<file path="src/rtl/pipe_hazard_ctrl.sv">
// Stall/flush sequencer for the 5-stage pipeline: merges load-use, EX redirect
// and multi-cycle data-memory hazards, runs the dmem handshake FSM and a watchdog.
module pipe_hazard_ctrl #(
    parameter int unsigned REG_ID_WIDTH = 5,
    parameter int unsigned TO_WIDTH     = 8,
    parameter int unsigned TIMEOUT      = 200
) (
    input  logic                    clk,
    input  logic                    rst,
    input  logic [REG_ID_WIDTH-1:0] rs1_ID,
    input  logic [REG_ID_WIDTH-1:0] rs2_ID,
    input  logic                    rs1_used_ID,
    input  logic                    rs2_used_ID,
    input  logic [REG_ID_WIDTH-1:0] rd_EX,
    input  logic                    load_EX,
    input  logic                    redirect_EX,
    input  logic                    mem_access_MEM,
    input  logic                    dmem_gnt,
    input  logic                    dmem_rvalid,
    output logic                    dmem_req,
    output logic                    wen_PC,
    output logic                    wen_IF_ID,
    output logic                    wen_ID_EX,
    output logic                    wen_EX_MEM,
    output logic                    wen_MEM_WB,
    output logic                    flush_IF_ID,
    output logic                    flush_ID_EX,
    output logic                    flush_MEM_WB,
    output logic                    mem_timeout,
    output logic [31:0]             stall_cnt
);

    localparam logic [TO_WIDTH-1:0] TO_LAST = TO_WIDTH'(TIMEOUT - 1);
    localparam logic [TO_WIDTH-1:0] TO_ONE  = TO_WIDTH'(1);

    typedef enum logic [1:0] {
        IDLE      = 2'd0,
        WAIT_GNT  = 2'd1,
        WAIT_RESP = 2'd2
    } mem_state_t;

    mem_state_t          state;
    logic [TO_WIDTH-1:0] watchdog;

    logic waiting;
    logic mem_done;
    logic timeout_fire;
    logic mem_stall;
    logic rs1_hit;
    logic rs2_hit;
    logic load_use;

    // Hazard detection
    always_comb begin
        waiting      = (state == WAIT_GNT) || (state == WAIT_RESP);
        mem_done     = (state == WAIT_RESP) && dmem_rvalid;
        timeout_fire = waiting && (watchdog == TO_LAST) && !mem_done;
        mem_stall    = mem_access_MEM && !mem_done && !timeout_fire;
        rs1_hit      = rs1_used_ID && (rs1_ID == rd_EX);
        rs2_hit      = rs2_used_ID && (rs2_ID == rd_EX);
        load_use     = load_EX && (rd_EX != '0) && (rs1_hit || rs2_hit);
    end

    // Prioritised enable/flush merge; reset forces everything to a bubble
    always_comb begin
        wen_PC       = 1'b1;
        wen_IF_ID    = 1'b1;
        wen_ID_EX    = 1'b1;
        wen_EX_MEM   = 1'b1;
        wen_MEM_WB   = 1'b1;
        flush_IF_ID  = 1'b0;
        flush_ID_EX  = 1'b0;
        flush_MEM_WB = 1'b0;
        dmem_req     = 1'b0;

        unique case (state)
            IDLE:     dmem_req = mem_access_MEM;
            WAIT_GNT: dmem_req = 1'b1;
            default:  dmem_req = 1'b0;
        endcase

        if (rst) begin
            wen_PC       = 1'b0;
            wen_IF_ID    = 1'b0;
            wen_ID_EX    = 1'b0;
            wen_EX_MEM   = 1'b0;
            wen_MEM_WB   = 1'b0;
            flush_IF_ID  = 1'b1;
            flush_ID_EX  = 1'b1;
            flush_MEM_WB = 1'b1;
            dmem_req     = 1'b0;
        end else if (mem_stall) begin
            // EX and ID freeze, so pending redirect/load-use survive the stall
            wen_PC       = 1'b0;
            wen_IF_ID    = 1'b0;
            wen_ID_EX    = 1'b0;
            wen_EX_MEM   = 1'b0;
            flush_MEM_WB = 1'b1;
        end else if (redirect_EX) begin
            flush_IF_ID  = 1'b1;
            flush_ID_EX  = 1'b1;
        end else if (load_use) begin
            wen_PC       = 1'b0;
            wen_IF_ID    = 1'b0;
            flush_ID_EX  = 1'b1;
        end
    end

    // Memory FSM, watchdog, sticky timeout and stall counter.
    // The issue cycle counts toward the watchdog budget, hence the load of 1.
    always_ff @(posedge clk) begin
        if (rst) begin
            state       <= IDLE;
            watchdog    <= '0;
            mem_timeout <= 1'b0;
            stall_cnt   <= '0;
        end else begin
            if (!wen_PC) begin
                stall_cnt <= stall_cnt + 32'd1;
            end
            if (timeout_fire) begin
                mem_timeout <= 1'b1;
            end
            unique case (state)
                IDLE: begin
                    if (mem_access_MEM) begin
                        state    <= dmem_gnt ? WAIT_RESP : WAIT_GNT;
                        watchdog <= TO_ONE;
                    end else begin
                        watchdog <= '0;
                    end
                end
                WAIT_GNT: begin
                    if (timeout_fire) begin
                        state    <= IDLE;
                        watchdog <= '0;
                    end else begin
                        watchdog <= watchdog + TO_ONE;
                        if (dmem_gnt) begin
                            state <= WAIT_RESP;
                        end
                    end
                end
                WAIT_RESP: begin
                    if (mem_done || timeout_fire) begin
                        state    <= IDLE;
                        watchdog <= '0;
                    end else begin
                        watchdog <= watchdog + TO_ONE;
                    end
                end
                default: begin
                    state    <= IDLE;
                    watchdog <= '0;
                end
            endcase
        end
    end

endmodule

</file>
<file path="config.mk">
export PLATFORM = sky130hd
export DESIGN_NAME = pipe_hazard_ctrl
export DESIGN_NICKNAME = d
export VERILOG_FILES = /design/src/rtl/pipe_hazard_ctrl.sv
export SDC_FILE = /design/constraint.sdc
export NUM_CORES = 1
export LEC_CHECK = 0
export CORE_MARGIN = 8
export CORE_UTILIZATION = 43
export DETAILED_ROUTE_END_ITERATION = 16
export PLACE_DENSITY_LB_ADDON = 0.15
export SYNTH_ARGS = -nofsm -noshare
export SYNTH_HDL_FRONTEND = slang
export SYNTH_SLANG_ARGS = --single-unit
</file>
<file path="constraint.sdc">
create_clock -name clk -period 2.1 [get_ports clk]
set_clock_uncertainty 0.05 [all_clocks]
set_input_delay 0.315 -clock clk [delete_from_list [all_inputs] [get_ports clk]]
set_output_delay 0.315 -clock clk [all_outputs]
set_load 0.05 [all_outputs]
</file>
After elaboration in Yosys (flattened, before gate mapping). Index checks and enable logic that the tools add are counted.

Add/sub/neg operators: 2. Equal/unequal tests: 8. Multiplexer cells: 28. Reductions and logical operators: 17.

Operators with widths (number): adder 32 x 1 -> 32 bit (second input constant) (1); one-hot mux 8 bit (3 select lines) (1); 2-to-1 mux 1 bit (18); 2-to-1 mux 8 bit (2); == test 5 bit (2); 2-to-1 mux 2 bit (5); logical AND 1 bit (9); adder 8 x 1 -> 8 bit (second input constant) (1); == test 8 bit (second input constant) (1); one-hot mux 2 bit (3 select lines) (1); nonzero test 5 bit (1); logical OR 1 bit (3); != test 3 bit (second input constant) (1); AND reduction 3 bit (1); == test 2 x 1 -> 1 bit (second input constant) (1); == test 2 bit (second input constant) (1); logical NOT 1 bit (2); logical NOT 2 bit (1); != test 2 x 1 -> 1 bit (second input constant) (1); != test 2 bit (second input constant) (1); one-hot mux 1 bit (2 select lines) (1).

Register bits: 43. Input bits: 24. Output and inout port bits: 42.

Longest topological paths before layout.
Word-level depth: 8. Mapped depth: 11. Gate-level depth less buffers: 8.

Least setup slack after synthesis. No wires, ideal clock.

Kind: register -> output. Start: reg state[0]. End: out wen_PC. Arrival time: 2.404 ns. Required time: 1.735 ns. Setup slack: -0.669 ns. Cell stages (with the launch flop): 11. Path buffers: 4. Cells stage by stage: dfxtp_1 -> inv_1 -> ha_1 -> and4b_1 -> nand2_1 -> a31o_2 -> a21oi_1 -> buf_2 -> buf_4 -> buf_2 -> buf_4.

Cells in the longest elaborated chain, start to end: 8.

RTL lines: from (decl) (line 42) `mem_state_t state;`; from (signal assigned) (line 127) `state <= dmem_gnt ? WAIT_RESP : WAIT_GNT;`; == test 2 x 1 -> 1 bit or == test 2 bit (tied branches) (line 55, 56); logical OR 1 bit or logical AND 1 bit (tied branches) (line 55, 56); logical AND 1 bit or logical NOT 1 bit (tied branches) (line 57, 58); logical AND 1 bit (line 57) `timeout_fire = waiting && (watchdog == TO_LAST) && !mem_done;`; logical NOT 1 bit (line 58) `mem_stall = mem_access_MEM && !mem_done && !timeout_fire;`; logical AND 1 bit * (line 58); 2-to-1 mux 1 bit * (2 in a row); to (decl) (line 21) `output logic wen_PC,`.

Every way passes the cells marked *; elsewhere a longest branch is shown, timed or not.

Final worst setup path.
Start: reg state[1]. End: out wen_PC.

Cells in the longest elaborated chain, start to end: 8.

RTL lines: == test 2 x 1 -> 1 bit or == test 2 bit (tied branches) (line 55, 56); logical OR 1 bit or logical AND 1 bit (tied branches) (line 55, 56); logical AND 1 bit or logical NOT 1 bit (tied branches) (line 57, 58); logical AND 1 bit (line 57); logical NOT 1 bit (line 58); logical AND 1 bit * (line 58); 2-to-1 mux 1 bit * (line 92) `end else if (mem_stall) begin`; 2-to-1 mux 1 bit * (line 82) `if (rst) begin`.

Marks and branches as above.

==> results <==
-- worst paths after layout --
path,from,endpoint,cells past startpoint
min,mem_timeout,mem_timeout,2
max reg2reg,state[1],stall_cnt[30],10
min reg2reg,mem_timeout,mem_timeout,2
max,state[1],wen_PC,8
-- metrics by stage --
| stage | power [uW] | area [um^2] | setup WS [ns] |
|---|---|---|---|
| detailed placement | 1270 | 3350 | -0.386 |
| global placement | 1260 | 3350 | -0.332 |
| finish | 1900 | 3620 | -0.131 |
| global route | 1990 | 3620 | -0.190 |
| CTS | 1910 | 3560 | -0.174 |
| floorplan | 1090 | 2450 | -0.179 |
-- critical path: stages, from the launching register on --
cell                      delay [ns]
sky130_fd_sc_hd__dfxtp_2        0.35
sky130_fd_sc_hd__inv_2          0.05
sky130_fd_sc_hd__ha_4           0.24
sky130_fd_sc_hd__and4b_1        0.23
sky130_fd_sc_hd__nand2_2        0.07
sky130_fd_sc_hd__a31o_4         0.23
sky130_fd_sc_hd__a21oi_4        0.13
sky130_fd_sc_hd__buf_6          0.13
sky130_fd_sc_hd__buf_12         0.13
-- power groups by stage --
stage | Combinational, uW | Clock, uW | Sequential, uW
after floorplan | 204 | 0 | 888
after global placement | 404 | 0 | 857
after detailed placement | 410 | 0 | 858
after CTS | 451 | 618 | 839
after global routing | 495 | 657 | 842
final | 458 | 608 | 838
-- area by class of cell --
type	instances	area (um^2)
Clock buffer	6	93.8
Clock inverter	2	13.8
Fill cell	417	1560
Inverter	8	32.5
Multi-Input combinational cell	220	1430
Sequential cell	43	917
Tap cell	70	87.6
Timing Repair Buffer	100	1040
-- synthesized netlist by cell type, types with 2 or more instances --
| library cell | n | area [um^2] |
|---|---|---|
| sky130_fd_sc_hd__and3_1 | 5 | 31.3 |
| sky130_fd_sc_hd__ha_1 | 6 | 75.1 |
| sky130_fd_sc_hd__nor2_1 | 15 | 56.3 |
| sky130_fd_sc_hd__a21oi_1 | 31 | 155 |
| sky130_fd_sc_hd__nand2_1 | 22 | 82.6 |
| sky130_fd_sc_hd__inv_1 | 8 | 30.0 |
| sky130_fd_sc_hd__o21a_1 | 5 | 37.5 |
| sky130_fd_sc_hd__or3_1 | 19 | 119 |
| sky130_fd_sc_hd__clkbuf_1 | 8 | 30.0 |
| sky130_fd_sc_hd__buf_4 | 3 | 22.5 |
| sky130_fd_sc_hd__o31ai_1 | 7 | 52.6 |
| sky130_fd_sc_hd__and4_1 | 2 | 17.5 |
| sky130_fd_sc_hd__xor2_1 | 4 | 35.0 |
| sky130_fd_sc_hd__nand4_1 | 14 | 87.6 |
| sky130_fd_sc_hd__or4_1 | 9 | 67.6 |
| sky130_fd_sc_hd__nand3_1 | 15 | 75.1 |
| sky130_fd_sc_hd__nor2b_1 | 2 | 12.5 |
| sky130_fd_sc_hd__and2_1 | 2 | 12.5 |
| sky130_fd_sc_hd__xnor2_1 | 12 | 105 |
| sky130_fd_sc_hd__dfxtp_1 | 43 | 861 |
| sky130_fd_sc_hd__nor3_1 | 6 | 30.0 |
| sky130_fd_sc_hd__o21ai_0 | 26 | 130 |
| sky130_fd_sc_hd__buf_2 | 6 | 30.0 |
-- state kept, by name, summed over array words and instances (netlist names) --
register     flops
stall_cnt       32
watchdog         8
state            2
mem_timeout      1
-- layer usage --
metal / vias to the layer above / GRT usage
li1: 1233 / -
met1: 1140 / 0.187
met2: 69 / 0.288
met3: 9 / 0.0671
met4: 0 / 0.0544
met5: - / 0
-- timing repair --
item	CTS	global route
endpoints found under the setup margin	15	40
buffers inserted	3	2
resized for setup	16	12
pin swaps	7	4
cloned	1	0
-- cell families (layout without fill, tap and decap cells) --
kind of cell	count (synthesis)	after routing
xor gates and xnor gates	16	16
and+or+nand+nor	122	122
buffers and inverters	26	116
AOI/OAI and AO/OA	76	76
adders and majority gates	6	6
DFF	43	43
==> impl_metrics.ini <==
[status]
run_status = finished with violations
failed_checks = negative setup slack

[synth]
post_synth_and_or_nand_nor_area_fraction = 0.299
synthesis.yosys.warnings = 0
synth-compound-area-share = 0.184
synth_fp_nets = 319
synthesized_netlist_cell_count = 289
share_of_async_settable_or_async_resettable_flops_after_synthesis = 0
count_of_flip_flops_with_a_built_in_enable_after_synthesis = 0
muxShareOfSynthArea = 0
synth_cell_types = 42
synth.avg_cell_area_um2 = 8.04
synthesis.area_um2 = 2320
synth_seq_area_share = 0.371
synth_top_family_by_area = simple AND/OR/NAND/NOR gates
yosys.area_share.xor_xnor = 0.0603
synth_adder_area_share = 0.0323
synth.ff_latch_count = 43
postSynth.topFlopCell = sky130_fd_sc_hd__dfxtp_1

[place]
port-buffer-count = 65
place.detailed.hpwl_mm = 4.62
place_congestion = 0.810
dp.cells = 435

[timing]
final.setup.worst_slack_ns = -0.131
timing_worst_slew_pin_value_ns = 0.520
final.period_utilization = 1.06
grt_setup_unrepaired = yes
post-route-min-period_ns = 2.23
setup_viol = 28
maxSlewHeadroom = 0.652
max_freq_mhz = 448
final.setup.tns_ns = -1.17
max_slew_violation_count = 0
finalHoldViolCount = 0
holdWs_ns = 0.410

[critical_path]
critical_path_peak_fanout = 2
path_class = reg -> out
worst_setup_path_start_kind = flop
r2r_slack_ns = -0.07
worst-endpoint-arrival_ns = 1.87
worst-endpoint-required_ns = 1.74
category_of_the_worst_setup_path_capture_point = output port

[grt]
grt_pass1_wl_mm = 10.9
grt_antenna_before_repair = 0
track_usage = 0.169
grt.overflow.total = 0
number_of_global_route_vias_before_repair = 2426
grt_max_degree = 38

[run]
cap_viol_max_count = 0

[cts]
cts_hold_buffers = 0
worst_skew_pair.late_latency_ns = 0.30
clk_pin_slew_ns = 0.09
clock_sinks = 43
cts_max_path_bufs = 2
number_of_buffers_inserted_during_clock_tree_synthesis = 5
cts_htree_levels = 2
clock_tree.root_cell = sky130_fd_sc_hd__clkbuf_8
cts_tree = yes

[floorplanning]
floorplan.die.height_um = 89.5
placeableCoreArea_um2 = 5170
row_count = 26
initial_core_util = 0.449
die_width_um = 89.5
design.portCount = 66
die_area_um2 = 8010

[route]
avgViaCountPerCell = 5.46
final_antenna_net_count = 0
detail_route.wirelength.met1_mm = 2.59
dr_wl_met2_mm = 3.12
drtPass1Iterations = 4
post_drt_wl_per_cell_um = 14.2
initialDrtViolationCount = 84
top_layer = met4
drc = 0
route.vias.total = 2451
dr_wl_met3_um = 555
route.final.wire_length_mm = 6.36

[finish]
layout_common_cells = sky130_fd_sc_hd__clkdlybuf4s50_1 (51), sky130_fd_sc_hd__buf_4 (31), sky130_fd_sc_hd__a21oi_1 (26)
finalNetCount = 408
utilization = 0.699
area.growth.synth_to_final_pct = 55.8
drive_above_1_share = 0.261
fin_cells = 449
antenna_cells = 0
most_common_cell_after_layout_fill_and_taps_aside = sky130_fd_sc_hd__clkdlybuf4s50_1

[power]
swShare = 0.291
clock_power_share = 0.319
power_density_relative_to_cell_area_nw_per_um2 = 526
sequential_power_share = 0.440
cell_internal_pwr_uw = 1350
power_leakage_uw = 0.00130
power.ir.vdd_worst_v = 0.000306
pwr-share-comb = 0.241
netSwitchingPower_uw = 553

[hold_path]
type_of_the_tightest_min_delay_check = reg -> reg
Power figures use the tool's default switching activity.
